$ cat src/rtl/seven_seg_scanner.sv
// seven_seg_scanner: time-multiplexed driver for an 8-digit common-anode display.
// Each digit slot presents one BCD code to the downstream 7-segment decoder and
// drives the matching active-low anode. A packed display word is accepted over a
// valid/ready handshake into a shadow buffer and copied to the active buffer only
// when the digit index wraps, so a frame never shows a mix of old and new digits.
//
// Optional feature: define LEADING_ZERO_BLANK_EN to replace leading zero digits
// (above the most significant nonzero digit, never digit 0) with the blank code
// 4'hF and clear their decimal points when a word moves to the active buffer.
//
// Ports:
//   clk          system clock
//   reset_n      synchronous reset, active low
//   load_valid   producer offers a new display word
//   load_ready   block can accept a word (no word pending)
//   digits_in    packed BCD, digit k = digits_in[4k+3:4k], digit 0 rightmost
//   dp_in        decimal-point request per digit, active high
//   display_en   0 forces all anodes off; scanning continues
//   bcd_out      BCD code for the current slot (registered)
//   an_out       anodes, active low (registered)
//   dp_out       decimal-point cathode, active low (registered)
//   frame_start  one-cycle pulse in the first cycle of slot 0 (registered)
module seven_seg_scanner #(
    parameter int unsigned NUM_DIGITS   = 8,
    parameter int unsigned DIGIT_CYCLES = 100000,
    parameter int unsigned BLANK_CYCLES = 1000
) (
    input  logic                      clk,
    input  logic                      reset_n,
    input  logic                      load_valid,
    output logic                      load_ready,
    input  logic [4*NUM_DIGITS-1:0]   digits_in,
    input  logic [NUM_DIGITS-1:0]     dp_in,
    input  logic                      display_en,
    output logic [3:0]                bcd_out,
    output logic [NUM_DIGITS-1:0]     an_out,
    output logic                      dp_out,
    output logic                      frame_start
);

    localparam int unsigned CNT_W = (DIGIT_CYCLES > 1) ? $clog2(DIGIT_CYCLES) : 1;
    localparam int unsigned IDX_W = (NUM_DIGITS > 1) ? $clog2(NUM_DIGITS) : 1;

    logic [CNT_W-1:0]                cnt_q, cnt_d;
    logic [IDX_W-1:0]                idx_q, idx_d;
    logic                            pending_q, pending_d;
    logic [NUM_DIGITS-1:0][3:0]      shd_dig_q, shd_dig_d;
    logic [NUM_DIGITS-1:0]           shd_dp_q, shd_dp_d;
    logic [NUM_DIGITS-1:0][3:0]      act_dig_q, act_dig_d;
    logic [NUM_DIGITS-1:0]           act_dp_q, act_dp_d;
    logic [3:0]                      bcd_q, bcd_d;
    logic [NUM_DIGITS-1:0]           an_q, an_d;
    logic                            dp_q, dp_d;
    logic                            fs_q, fs_d;

    logic [NUM_DIGITS-1:0][3:0]      xfer_dig;
    logic [NUM_DIGITS-1:0]           xfer_dp;
    logic                            cnt_last;
    logic                            idx_last;
    logic                            wrap;

    // Shadow contents as they will appear in the active buffer after transfer.
`ifdef LEADING_ZERO_BLANK_EN
    logic lead;
    always_comb begin
        xfer_dig = shd_dig_q;
        xfer_dp  = shd_dp_q;
        lead     = 1'b1;
        // Walk down from the top digit; blank while still in the leading-zero run.
        for (int k = int'(NUM_DIGITS) - 1; k > 0; k--) begin
            if (lead && (shd_dig_q[k] == 4'h0)) begin
                xfer_dig[k] = 4'hF;
                xfer_dp[k]  = 1'b0;
            end else begin
                lead = 1'b0;
            end
        end
    end
`else
    always_comb begin
        xfer_dig = shd_dig_q;
        xfer_dp  = shd_dp_q;
    end
`endif

    assign cnt_last = (cnt_q == CNT_W'(DIGIT_CYCLES - 1));
    assign idx_last = (idx_q == IDX_W'(NUM_DIGITS - 1));
    assign wrap     = cnt_last & idx_last;

    // Next-state: scan counters, handshake/transfer, registered outputs.
    always_comb begin
        cnt_d     = cnt_q;
        idx_d     = idx_q;
        pending_d = pending_q;
        shd_dig_d = shd_dig_q;
        shd_dp_d  = shd_dp_q;
        act_dig_d = act_dig_q;
        act_dp_d  = act_dp_q;
        bcd_d     = bcd_q;
        an_d      = '1;
        dp_d      = dp_q;
        fs_d      = 1'b0;

        if (cnt_last) begin
            cnt_d = '0;
            idx_d = idx_last ? '0 : idx_q + IDX_W'(1);
        end else begin
            cnt_d = cnt_q + CNT_W'(1);
        end

        // Accept needs pending = 0 and transfer needs pending = 1, so they never collide.
        if (load_valid && !pending_q) begin
            shd_dig_d = digits_in;
            shd_dp_d  = dp_in;
            pending_d = 1'b1;
        end else if (wrap && pending_q) begin
            act_dig_d = xfer_dig;
            act_dp_d  = xfer_dp;
            pending_d = 1'b0;
        end

        // Registered one cycle behind (idx, cnt); pulse lands on cnt == 0, idx == 0.
        fs_d  = wrap;
        bcd_d = act_dig_q[idx_q];
        dp_d  = ~act_dp_q[idx_q];
        if (display_en && (cnt_q >= CNT_W'(BLANK_CYCLES))) begin
            an_d[idx_q] = 1'b0;
        end
    end

    // State and output registers with synchronous active-low reset.
    always_ff @(posedge clk) begin
        if (!reset_n) begin
            cnt_q     <= '0;
            idx_q     <= '0;
            pending_q <= 1'b0;
            shd_dig_q <= {NUM_DIGITS{4'hF}};
            shd_dp_q  <= '0;
            act_dig_q <= {NUM_DIGITS{4'hF}};
            act_dp_q  <= '0;
            bcd_q     <= 4'hF;
            an_q      <= '1;
            dp_q      <= 1'b1;
            fs_q      <= 1'b0;
        end else begin
            cnt_q     <= cnt_d;
            idx_q     <= idx_d;
            pending_q <= pending_d;
            shd_dig_q <= shd_dig_d;
            shd_dp_q  <= shd_dp_d;
            act_dig_q <= act_dig_d;
            act_dp_q  <= act_dp_d;
            bcd_q     <= bcd_d;
            an_q      <= an_d;
            dp_q      <= dp_d;
            fs_q      <= fs_d;
        end
    end

    assign load_ready  = ~pending_q;
    assign bcd_out     = bcd_q;
    assign an_out      = an_q;
    assign dp_out      = dp_q;
    assign frame_start = fs_q;

endmodule

$ cat config.mk
export PLATFORM = sky130hd
export DESIGN_NAME = seven_seg_scanner
export DESIGN_NICKNAME = d
export VERILOG_FILES = /design/src/rtl/seven_seg_scanner.sv
export SDC_FILE = /design/constraint.sdc
export NUM_CORES = 1
export LEC_CHECK = 0
export BUFFER_PORTS_ARGS = -buffer_cell sky130_fd_sc_hd__buf_4
export CORE_MARGIN = 1
export CORE_UTILIZATION = 60
export DETAILED_ROUTE_END_ITERATION = 6
export GPL_TIMING_DRIVEN = 1
export PLACE_DENSITY_LB_ADDON = 0.12
export SYNTH_ARGS = -nofsm -noshare
export SYNTH_HDL_FRONTEND = slang
export SYNTH_SLANG_ARGS = --single-unit
$ cat constraint.sdc
create_clock -name clk -period 3.7 [get_ports clk]
set_input_delay 0.74 -clock clk [delete_from_list [all_inputs] [get_ports clk]]
set_output_delay 0.74 -clock clk [all_outputs]
set_load 0.005 [all_outputs]
; ---- Word level (Yosys, flattened, before mapping)
; Index checks and enable logic that the tools add are counted.
[word_totals]
reg_bits = 115
output_inout_bits = 15
elab_cells = 56
[classes]
n_addsub = 2
n_lt_le_gt_ge = 3
eq_ne = 2
mux = 9
bitwise_logic = 6
reduce_logical = 9
[op_table]
columns = operator, n
row1 = $add 17x1->17 const B, 1
row2 = $eq 17x17->1 const B, 1
row3 = $ge 17x10->1 const B, 1
row4 = $bmux 4 s3, 1
row5 = $not 8->8, 1
row6 = $logic_and 1x1->1, 4
row7 = $lt 3x4->1 const B, 1
row8 = $mux 1, 4
row9 = $mux 4, 1
row10 = $not 1->1, 4
row11 = $reduce_and 2->1, 2
row12 = $add 3x1->3 const B, 1
row13 = $bmux 1 s3, 1
row14 = $demux 1 s3, 1
row15 = $eq 3x3->1 const B, 1
row16 = $ge 3x1->1 const B, 1
row17 = $mux 3, 1
row18 = $reduce_bool 2->1, 1
row19 = $reduce_or 2->1, 1
row20 = $and 1x1->1, 1
row21 = $logic_not 1->1, 1

; ---- Depth between registers and ports, before layout
; Gate-level depths: netlist (run 1).
[logic_depth]
word_depth = 5
mapped_depth = 7
ltp_nobuf = 5

; ---- Least setup slack after synthesis (run 1)
; No wires, ideal clock.
[synth_path]
path_kind = reg-to-reg
start = register cnt_q[0]
end = register act_dig_q[11] in the netlist's numbering
setup_ns = 0.132
arrival_time_ns = 1.515
setup_slack_ns = 2.053
path_stages_with_launch = 7
path_cell_list = dfxtp_1 -> ha_1 -> and4_1 -> nand4_1 -> clkbuf_1 -> nor3_1 -> o21ai_0
[synth_via]
elab_chain_cells = 4
[synth_lines]
columns = item, line
row1 = "start, declared", 44  ; logic [CNT_W-1:0] cnt_q, cnt_d;
row2 = "start signal, assigned", 146  ; cnt_q <= cnt_d;
row3 = $eq 17x17->1, 86  ; assign cnt_last = (cnt_q == CNT_W'(DIGIT_CYCLES - 1));
row4 = $and 1x1->1, 88  ; assign wrap = cnt_last & idx_last;
row5 = $logic_and 1x1->1, 116  ; end else if (wrap && pending_q) begin
row6 = $reduce_and 2->1 (no line), --
row7 = "end signal, assigned", 139  ; act_dig_q <= {NUM_DIGITS{4'hF}};
row8 = "end signal, assigned", 151  ; act_dig_q <= act_dig_d;
row9 = "end, declared", 49  ; logic [NUM_DIGITS-1:0][3:0] act_dig_q, act_dig_d;
; Every way passes these cells.
; A chain may end at the register's enable or synchronous reset.

; ---- Final worst setup path (run 1)
[layout_path]
start = register cnt_q[0]
end = register cnt_q[3]
[layout_via]
elab_chain_cells = 2
[layout_lines]
columns = item
row1 = "parallel branches: the longest is 2 deep, another holds $add 17x1->17"
; Several ways; the timed one is not identified.

==> metrics.sh, run 1 <==
AVG_WL_PER_CELL_UM=15.5
SYNTHESIS.INSTANCES=542
RUN_STATUS='completed'
DRIVE_GT1_SHARE_PCT=17.9
POWER-PER-CELL-AREA_nW_PER_UM2=546
MIN_PATH_TYPE='in2reg'
FMAX_MHz=368
START_KIND='flop'
FP.COREAREA_UM2=7330
FINALHOLDVIOLATIONS=0
REPORT.FINAL.SLEW_VIOL_COUNT=0
CLKTRANSATPATHREGS_NS=0.06
END_OF_THE_WORST_REGISTER_TO_REGISTER_PATH='cnt_q[3]'
TOP_ROUTING_LAYER_USED='met4'
SEQ_POWER_SHARE_PCT=41.8
ROUTE.MET2.WL_UM=5330
EFFECTIVE_UTILIZATION_AT_FLOORPLAN_PCT=62.8
CRIT_PATH_KIND='reg2reg'
SYNTH_FA_HA_AREA_SHARE_PCT=1.09
HOLDPATHSTAGES=3
AREA_GROWTH_SYN_TO_LAYOUT_PCT=23.4
POST-ROUTE-DRC-COUNT=0
TIMING.MAX_CAP.VIOLATIONS=0
SLEW_HEADROOM_PCT=40.6
DIE_Y_UM=89.6
NUMCTSBUFFERS=17
MAX-CLOCK-PATH-BUFFERS=2
SYNTH_WARNINGS=0
CRITICAL_PATH_PEAK_FANOUT=18
WORSTSKEWPAIRLATENCY_NS=0.51
GLOBALPLACE.CONGESTION=0.926
FINALCLOCKSKEW_NS=0.00628
IO_BUFFER_COUNT=58
CTS-HTREE-LEVELS=4
DRT_PRE_ANTENNA_ITERS=5
SYNTH_SEQUENTIAL_AREA_RATIO_PCT=50.0
VIAS_PER_CELL=5.74
POST_CTS.RESIZED_INSTANCES=0
SYNTH_EDF_COUNT=0
ANTENNA_FIX_CELLS=0
DP.FINAL_HPWL_UM=6640
FF_TO_FF_START='cnt_q[0]'
CLOCKPOWERSHARE_PCT=54.1
GRT_PASS1_WL_UM=17200
KIND_OF_CAPTURE_POINT_OF_THE_WORST_SETUP_PATH='flop'
POST_SYNTHESIS_SIMPLE_GATE_AREA_FRACTION_PCT=24.9
GRT_SETUP_UNREPAIRED='false'
TCRIT_TCLK_FINAL_PCT=73.5
POSTSYNTHREGISTERBITS=115
DIE-WIDTH_UM=89.6
MET1WIRELENGTH_UM=4630
TOTAL_GLOBAL_ROUTE_TRACK_USAGE_PCT=28.7
CLOCK-ROOT-BUFFER='sky130_fd_sc_hd__clkbuf_8'
POWER.IR.VDD_WORST_V=0.000327
CTS.SINK_COUNT=115
MET3_WIRELENGTH_UM=583
SYNTH_AREA_UM2=4610
CP_DATA_REQUIRED_TIME_NS=4.07
YS_DOMINANT_REG_CELL='sky130_fd_sc_hd__dfxtp_1'
CTS.HOLD.BUFFERS_ADDED=0
WORSTSETUPSTARTPOINT='cnt_q[0]'
INTERNAL_POWER_uW=2440
NNETSFINAL=632
ASYNC_RESET_FF_SHARE_PCT=0
COMBINATIONAL_CELL_FRACTION_OF_TOTAL_POWER_PCT=4.1
POWER_SWITCHING_uW=660
LAYOUT_COMMONEST_CELL='sky130_fd_sc_hd__dfxtp_1'
FINAL_CORE_UTILIZATION_PCT=77.6
MULTIPLEXER_SHARE_OF_THE_SYNTHESIZED_AREA_PCT=4.13
SYNTH.AVG_CELL_AREA_UM2=8.50
WORSTREGTOREGCELLS=5
GRT_OVERFLOW_TOTAL=0
DRTITER0DRC=249
POST_SYNTH_NUM_CELL_TYPES=41
SYNTH.TOP_CELL.AREA_SHARE_PCT=50.0
HOLD_CRIT_ENDPOINT='shd_dig_q[22]'
CTS_TREE='yes'
SYNTH.AREA.TOP_CELLS='sky130_fd_sc_hd__dfxtp_1 50%, sky130_fd_sc_hd__nand2_1 8.0%, sky130_fd_sc_hd__nand3_1 5.1%, sky130_fd_sc_hd__o21ai_0 5.0%, sky130_fd_sc_hd__a21oi_1 3.8%'
WORST-R2R-SETUP-SLACK_NS=0.98
TIMING_WORST_SLEW_PIN_VALUE_NS=0.888
VIA_COUNT=3992
POSTROUTEWIRELENGTH_UM=10800
ANTENNA_FOUND_INITIAL=0
LAYOUT_MIN_CYCLE_TIME_NS=2.72
SYNTHXORXNORAREAFRAC_PCT=2.47
LARGEST_FAMILY_OF_LOGIC_CELLS_BY_SYNTHESIZED_AREA='simple AND/OR/NAND/NOR gates'
SYNTH_COMPOUND_GATE_AREA_SHARE_PCT=13.3
IO_PINS=59
MOST_USED_CELLS_IN_THE_LAYOUT_EXCLUDING_FILL_AND_TAP_CELLS='115 x sky130_fd_sc_hd__dfxtp_1, 98 x sky130_fd_sc_hd__nand2_1, 66 x sky130_fd_sc_hd__buf_4'
GRT_PASS1_VIAS=3684
POWER.STATIC_LEAKAGE_uW=0.00223
POWER.SWITCHING_FRACTION_PCT=21.3
GRT_MAX_DEGREE=59
POST-SYNTH-TOP-AREA-CELL='sky130_fd_sc_hd__dfxtp_1'
POST_CTS_BUFFERS=0
NET_COUNT_OF_THE_MAPPED_NETLIST=590
PLACEMENT_ROWS=31
FINAL_ANTENNA_NET_COUNT=0
FIN_SETUP_TNS_NS=0
HOLD_START='digits_in[22]'
CRITICAL_PATH_ARRIVAL_NS=3.09
DIEAREA_UM2=8030
SETUP-VIOLATIONS-FINAL=0
layer usage:
| layer | vias to the layer above | GRT usage, % |
|---|---|---|
| met5 | - | 0 |
| met4 | 0 | 13.0 |
| met3 | 26 | 8.41 |
| met2 | 142 | 48.7 |
| met1 | 1855 | 33.7 |
| li1 | 1969 | - |
power groups by stage:
stage                     sequential, µW  clock (µW)  combinational (µW)
after CTS                           1300        1690                 129
final                               1300        1680                 128
after global routing                1300        1760                 143
after global placement              1320           0                 122
after detailed placement            1320           0                 127
after floorplan                     1320           0                74.0
cells in the mapped netlist, types with 6 or more instances:
library cell               number
sky130_fd_sc_hd__nand2_1       98
sky130_fd_sc_hd__a21oi_1       35
sky130_fd_sc_hd__a21boi_0      16
sky130_fd_sc_hd__xnor2_1        9
sky130_fd_sc_hd__nor3_1        35
sky130_fd_sc_hd__clkbuf_1      36
sky130_fd_sc_hd__nor4_1         6
sky130_fd_sc_hd__mux2i_1       10
sky130_fd_sc_hd__o21ai_0       46
sky130_fd_sc_hd__nor2_1        20
sky130_fd_sc_hd__dfxtp_1      115
sky130_fd_sc_hd__nand3_1       47
sky130_fd_sc_hd__nor2b_1       10
critical path, stage by stage, from the launching register on:
cell,delay [ns]
sky130_fd_sc_hd__dfxtp_1,0.40
sky130_fd_sc_hd__ha_1,0.28
sky130_fd_sc_hd__and4_1,0.30
sky130_fd_sc_hd__nand4_1,0.72
sky130_fd_sc_hd__nand2_1,0.75
sky130_fd_sc_hd__nor2_1,0.13
stage by stage:
stage	total power (µW)	hold WS [ns]	cell area [µm²]	cells	setup WS (ns)
floorplan	1390	0.441	4610	542	2.05
global placement	1450	0.454	5070	664	1.28
detailed placement	1450	0.457	5070	664	1.17
CTS	3120	0.422	5690	696	1.04
global route	3210	0.426	5690	696	0.843
finish	3110	0.431	5690	696	0.980
state kept, by name, indices dropped and copies added, names as in the netlist:
signal and flops:
pending_q 1, an_out 8, shd_dp_q 8, act_dp_q 8, bcd_out 4, cnt_q 17
act_dig_q 32, dp_out 1, idx_q 3, frame_start 1, shd_dig_q 32
cells by family after synthesis:
family	count (synthesis)
multiplexers	14
adder cells (fa/ha/maj)	4
AO/OA/AOI/OAI	108
XOR/XNOR	13
AND/OR/NAND/NOR	240
buffers and inverters	48
flip-flops	115
worst max path at each step:
stage,to,slack (ns),cells after the start
global placement,act_dp_q[3],1.28,6
global route,cnt_q[3],0.84,5
CTS,cnt_q[3],1.04,5
detailed placement,cnt_q[10],1.17,5
finish,cnt_q[3],0.98,5
floorplan,act_dig_q[11],2.05,6
final cells by class:
| cell class | count | area (µm²) |
|---|---|---|
| Clock buffer | 19 | 432 |
| Timing Repair Buffer | 67 | 515 |
| Fill cell | 497 | 1640 |
| Inverter | 4 | 15.0 |
| Multi-Input combinational cell | 379 | 2120 |
| Clock inverter | 13 | 183 |
| Tap cell | 99 | 124 |
| Sequential cell | 115 | 2300 |
Note: power is estimated with default switching activity, not from simulation.
==> inputs of run 2 (changes only) <==
Settings changed: ABC_AREA from default to 1, CORE_UTILIZATION 60 to 57.
Clock period 3.7 ns to 2.64 ns, I/O delays scaled along.
==> metrics.sh, run 2 <==
ANTENNA_FOUND_INITIAL=0
GRT_SETUP_UNREPAIRED='false'
SEQ_POWER_SHARE_PCT=41.5
SYNTH.AVG_CELL_AREA_UM2=7.41
SYNTH_EDF_COUNT=0
TIMING_WORST_SLEW_PIN_VALUE_NS=0.826
SYNTH_AREA_UM2=4670
VIOLATIONS_IN_THE_FINAL_REPORTS='DRC'
CTS.HOLD.BUFFERS_ADDED=0
VIAS_PER_CELL=5.48
FINAL_CORE_UTILIZATION_PCT=73.7
POST-ROUTE-DRC-COUNT=1
EFFECTIVE_UTILIZATION_AT_FLOORPLAN_PCT=59.8
POWER-PER-CELL-AREA_nW_PER_UM2=763
CRIT_TOP_CELL='sky130_fd_sc_hd__nand3_1'
DRIVE_GT1_SHARE_PCT=15.4
POST_SYNTH_NUM_CELL_TYPES=25
LAYOUT_COMMONEST_CELL='sky130_fd_sc_hd__nand2_1'
CLOCKPOWERSHARE_PCT=54.1
TIMING.CRITICAL_PATH.MAX_DELAY_FAMILY='simple AND/OR/NAND/NOR gates'
SLEW_HEADROOM_PCT=44.5
CRITICAL-PATH-MAX-STAGE-DELAY_NS=0.60
CRITICAL_PATH_PEAK_FANOUT=33
DRT_PRE_ANTENNA_ITERS=7
MOST_USED_CELLS_IN_THE_LAYOUT_EXCLUDING_FILL_AND_TAP_CELLS='176 x sky130_fd_sc_hd__nand2_1, 115 x sky130_fd_sc_hd__dfxtp_1, 89 x sky130_fd_sc_hd__nand3_1'
FMAX_MHz=483
FINAL_ANTENNA_NET_COUNT=0
CLOCK-ROOT-BUFFER='sky130_fd_sc_hd__clkbuf_8'
SYNTH_COMPOUND_GATE_AREA_SHARE_PCT=4.45
POST_SYNTHESIS_SIMPLE_GATE_AREA_FRACTION_PCT=37.5
GRT_MAX_DEGREE=60
CTS-HTREE-LEVELS=4
POST_CTS.RESIZED_INSTANCES=0
CTS_TREE='yes'
SETUP-VIOLATIONS-FINAL=0
FIN_SETUP_TNS_NS=0
AVG_WL_PER_CELL_UM=14.5
START_KIND='flop'
POST_CTS_BUFFERS=0
SYNTHXORXNORAREAFRAC_PCT=0.751
CLKTRANSATPATHREGS_NS=0.06
WORSTSKEWPAIRLATENCY_NS=0.52
REPORT.FINAL.SLEW_VIOL_COUNT=0
KIND_OF_CAPTURE_POINT_OF_THE_WORST_SETUP_PATH='flop'
GRT_PASS1_VIAS=4024
POWER.SWITCHING_FRACTION_PCT=22.2
CRITICAL_PATH.SLOWEST_CELL='sky130_fd_sc_hd__nor2_4'
POSTSYNTHREGISTERBITS=115
CRITICAL_PATH_ARRIVAL_NS=2.52
INTERNAL_POWER_uW=3420
LARGEST_FAMILY_OF_LOGIC_CELLS_BY_SYNTHESIZED_AREA='simple AND/OR/NAND/NOR gates'
MULTIPLEXER_SHARE_OF_THE_SYNTHESIZED_AREA_PCT=0
LAYOUT_MIN_CYCLE_TIME_NS=2.07
SYNTH_FA_HA_AREA_SHARE_PCT=1.07
FINALCLOCKSKEW_NS=0.0116
FINALHOLDVIOLATIONS=0
NUMCTSBUFFERS=17
IO_PINS=59
MIN_PATH_TYPE='in2reg'
SYNTHESIS.INSTANCES=630
DRTITER0DRC=409
GRT_PASS1_WL_UM=19000
TOTAL_GLOBAL_ROUTE_TRACK_USAGE_PCT=28.6
CRIT_CHAIN='ha_1 -> nand3_1 -> nor2_1 -> nand3_1 -> nor2_4 -> nand4_1 -> nand3_1'
PLACEMENT_ROWS=32
CRIT_PATH_KIND='reg2reg'
ANTENNA_FIX_CELLS=0
MAX-CLOCK-PATH-BUFFERS=2
YOSYS.CELL_COUNT.TOP_TYPE='sky130_fd_sc_hd__nand2_1'
NET_COUNT_OF_THE_MAPPED_NETLIST=678
YS_TOP_CELLS_BY_COUNT='176 x sky130_fd_sc_hd__nand2_1, 115 x sky130_fd_sc_hd__dfxtp_1, 89 x sky130_fd_sc_hd__nand3_1'
GRT_OVERFLOW_TOTAL=0
POSTROUTEWIRELENGTH_UM=11500
NNETSFINAL=728
POWER_SWITCHING_uW=974
TIMING.MAX_CAP.VIOLATIONS=0
DP.FINAL_HPWL_UM=7280
CP_NUM_BUF_INV=0
CTS.SINK_COUNT=115
DIE-WIDTH_UM=92.5
POWER.STATIC_LEAKAGE_uW=0.00261
VIA_COUNT=4354
DIE_Y_UM=92.5
COMBINATIONAL_CELL_FRACTION_OF_TOTAL_POWER_PCT=4.4
SYNTH.TOP_CELL.AREA_SHARE_PCT=49.3
REPORT.POWER.TOTAL_uW=4390
POWER.IR.VDD_WORST_V=0.000614
FILLCELLCOUNT=605
AREA_GROWTH_SYN_TO_LAYOUT_PCT=23.3
SYNTH.AREA.TOP_CELLS='sky130_fd_sc_hd__dfxtp_1 49%, sky130_fd_sc_hd__nand2_1 14%, sky130_fd_sc_hd__nand3_1 9.5%, sky130_fd_sc_hd__nand4_1 6.0%, sky130_fd_sc_hd__nor2_1 4.7%'
GLOBALPLACE.CONGESTION=0.906
CP_DATA_REQUIRED_TIME_NS=3.09
SYNTH_WARNINGS=0
BIGGESTREGSBYFLOPS='act_dig_q x32, shd_dig_q x32, cnt_q x17'
IO_BUFFER_COUNT=58
DIEAREA_UM2=8550
YS_DOMINANT_REG_CELL='sky130_fd_sc_hd__dfxtp_1'
HOLD-WORST-SLACK_NS=0.219
SYNTH_SEQUENTIAL_AREA_RATIO_PCT=49.3
TCRIT_TCLK_FINAL_PCT=78.5
FP.COREAREA_UM2=7810
ASYNC_RESET_FF_SHARE_PCT=0
POST-SYNTH-TOP-AREA-CELL='sky130_fd_sc_hd__dfxtp_1'
RUN_STATUS='finished, violations left'
run 2: changes by cell type after synthesis, sizes merged, moves of 16 or more:
cell	previous run	this run
nand2	98	179
o21ai	46	13
a21boi	16	0
nor2	20	61
inv	4	43
nor3	35	10
nand3	48	90
nand4	5	46
run 2: worst paths after layout:
path	from	end	slack, ns	cells past startpoint
setup / recovery	cnt_q[0]	act_dig_q[24]	0.57	7
hold / removal	digits_in[8]	shd_dig_q[8]	0.22	3
setup reg to reg	cnt_q[0]	act_dig_q[24]	0.57	7
hold reg to reg	shd_dig_q[30]	shd_dig_q[30]	0.46	2
run 2: kinds of logic (layout without fill, tap and decap cells):
logic type,after synthesis,in the layout
fa+ha+maj,4,4
compound gates,39,39
flops,115,115
buf+inv,78,141
simple gates,390,390
xor+xnor,4,4
run 2: through the flow:
stage	cell area, µm²	setup slack [ns]	instances
after global placement	5130	0.734	763
after detailed placement	5130	0.681	763
after CTS	5750	0.607	795
after floorplan	4670	1.12	630
final	5750	0.567	795
after global routing	5750	0.389	795
run 2: per-layer routing:
layer	vias up	wire [µm]	part of all wire [%]	global-route usage [%]
met4	0	215	1.9	9.77
met5	-	0	0	0
met1	1979	5190	45	37.7
met2	171	5330	46	45.2
li1	2183	-	-	-
met3	21	814	7.1	7.72
run 2: cell type report:
cell class | instances | area (µm²) | area share, %
inverters | 43 | 161 | 2.81
well taps | 102 | 128 | 2.22
flip-flops and latches | 115 | 2300 | 40.0
multi-input cells | 437 | 2050 | 35.6
clock inverters | 14 | 201 | 3.50
clock buffers | 18 | 418 | 7.27
repair buffers | 66 | 495 | 8.61
run 2: tightest hold or removal path: stages:
cell and delay [ns]:
sky130_fd_sc_hd__buf_4 0.07, sky130_fd_sc_hd__nand2_1 0.04, sky130_fd_sc_hd__nand3_1 0.06
run 2: power groups by stage:
stage | registers [µW] | logic (µW) | clock network, µW
3_3_place_gp | 1860 | 184 | 0
5_1_grt | 1830 | 220 | 2490
4_1_cts | 1820 | 193 | 2390
2_1_floorplan | 1850 | 117 | 0
3_5_place_dp | 1860 | 192 | 0
6_report | 1820 | 193 | 2370
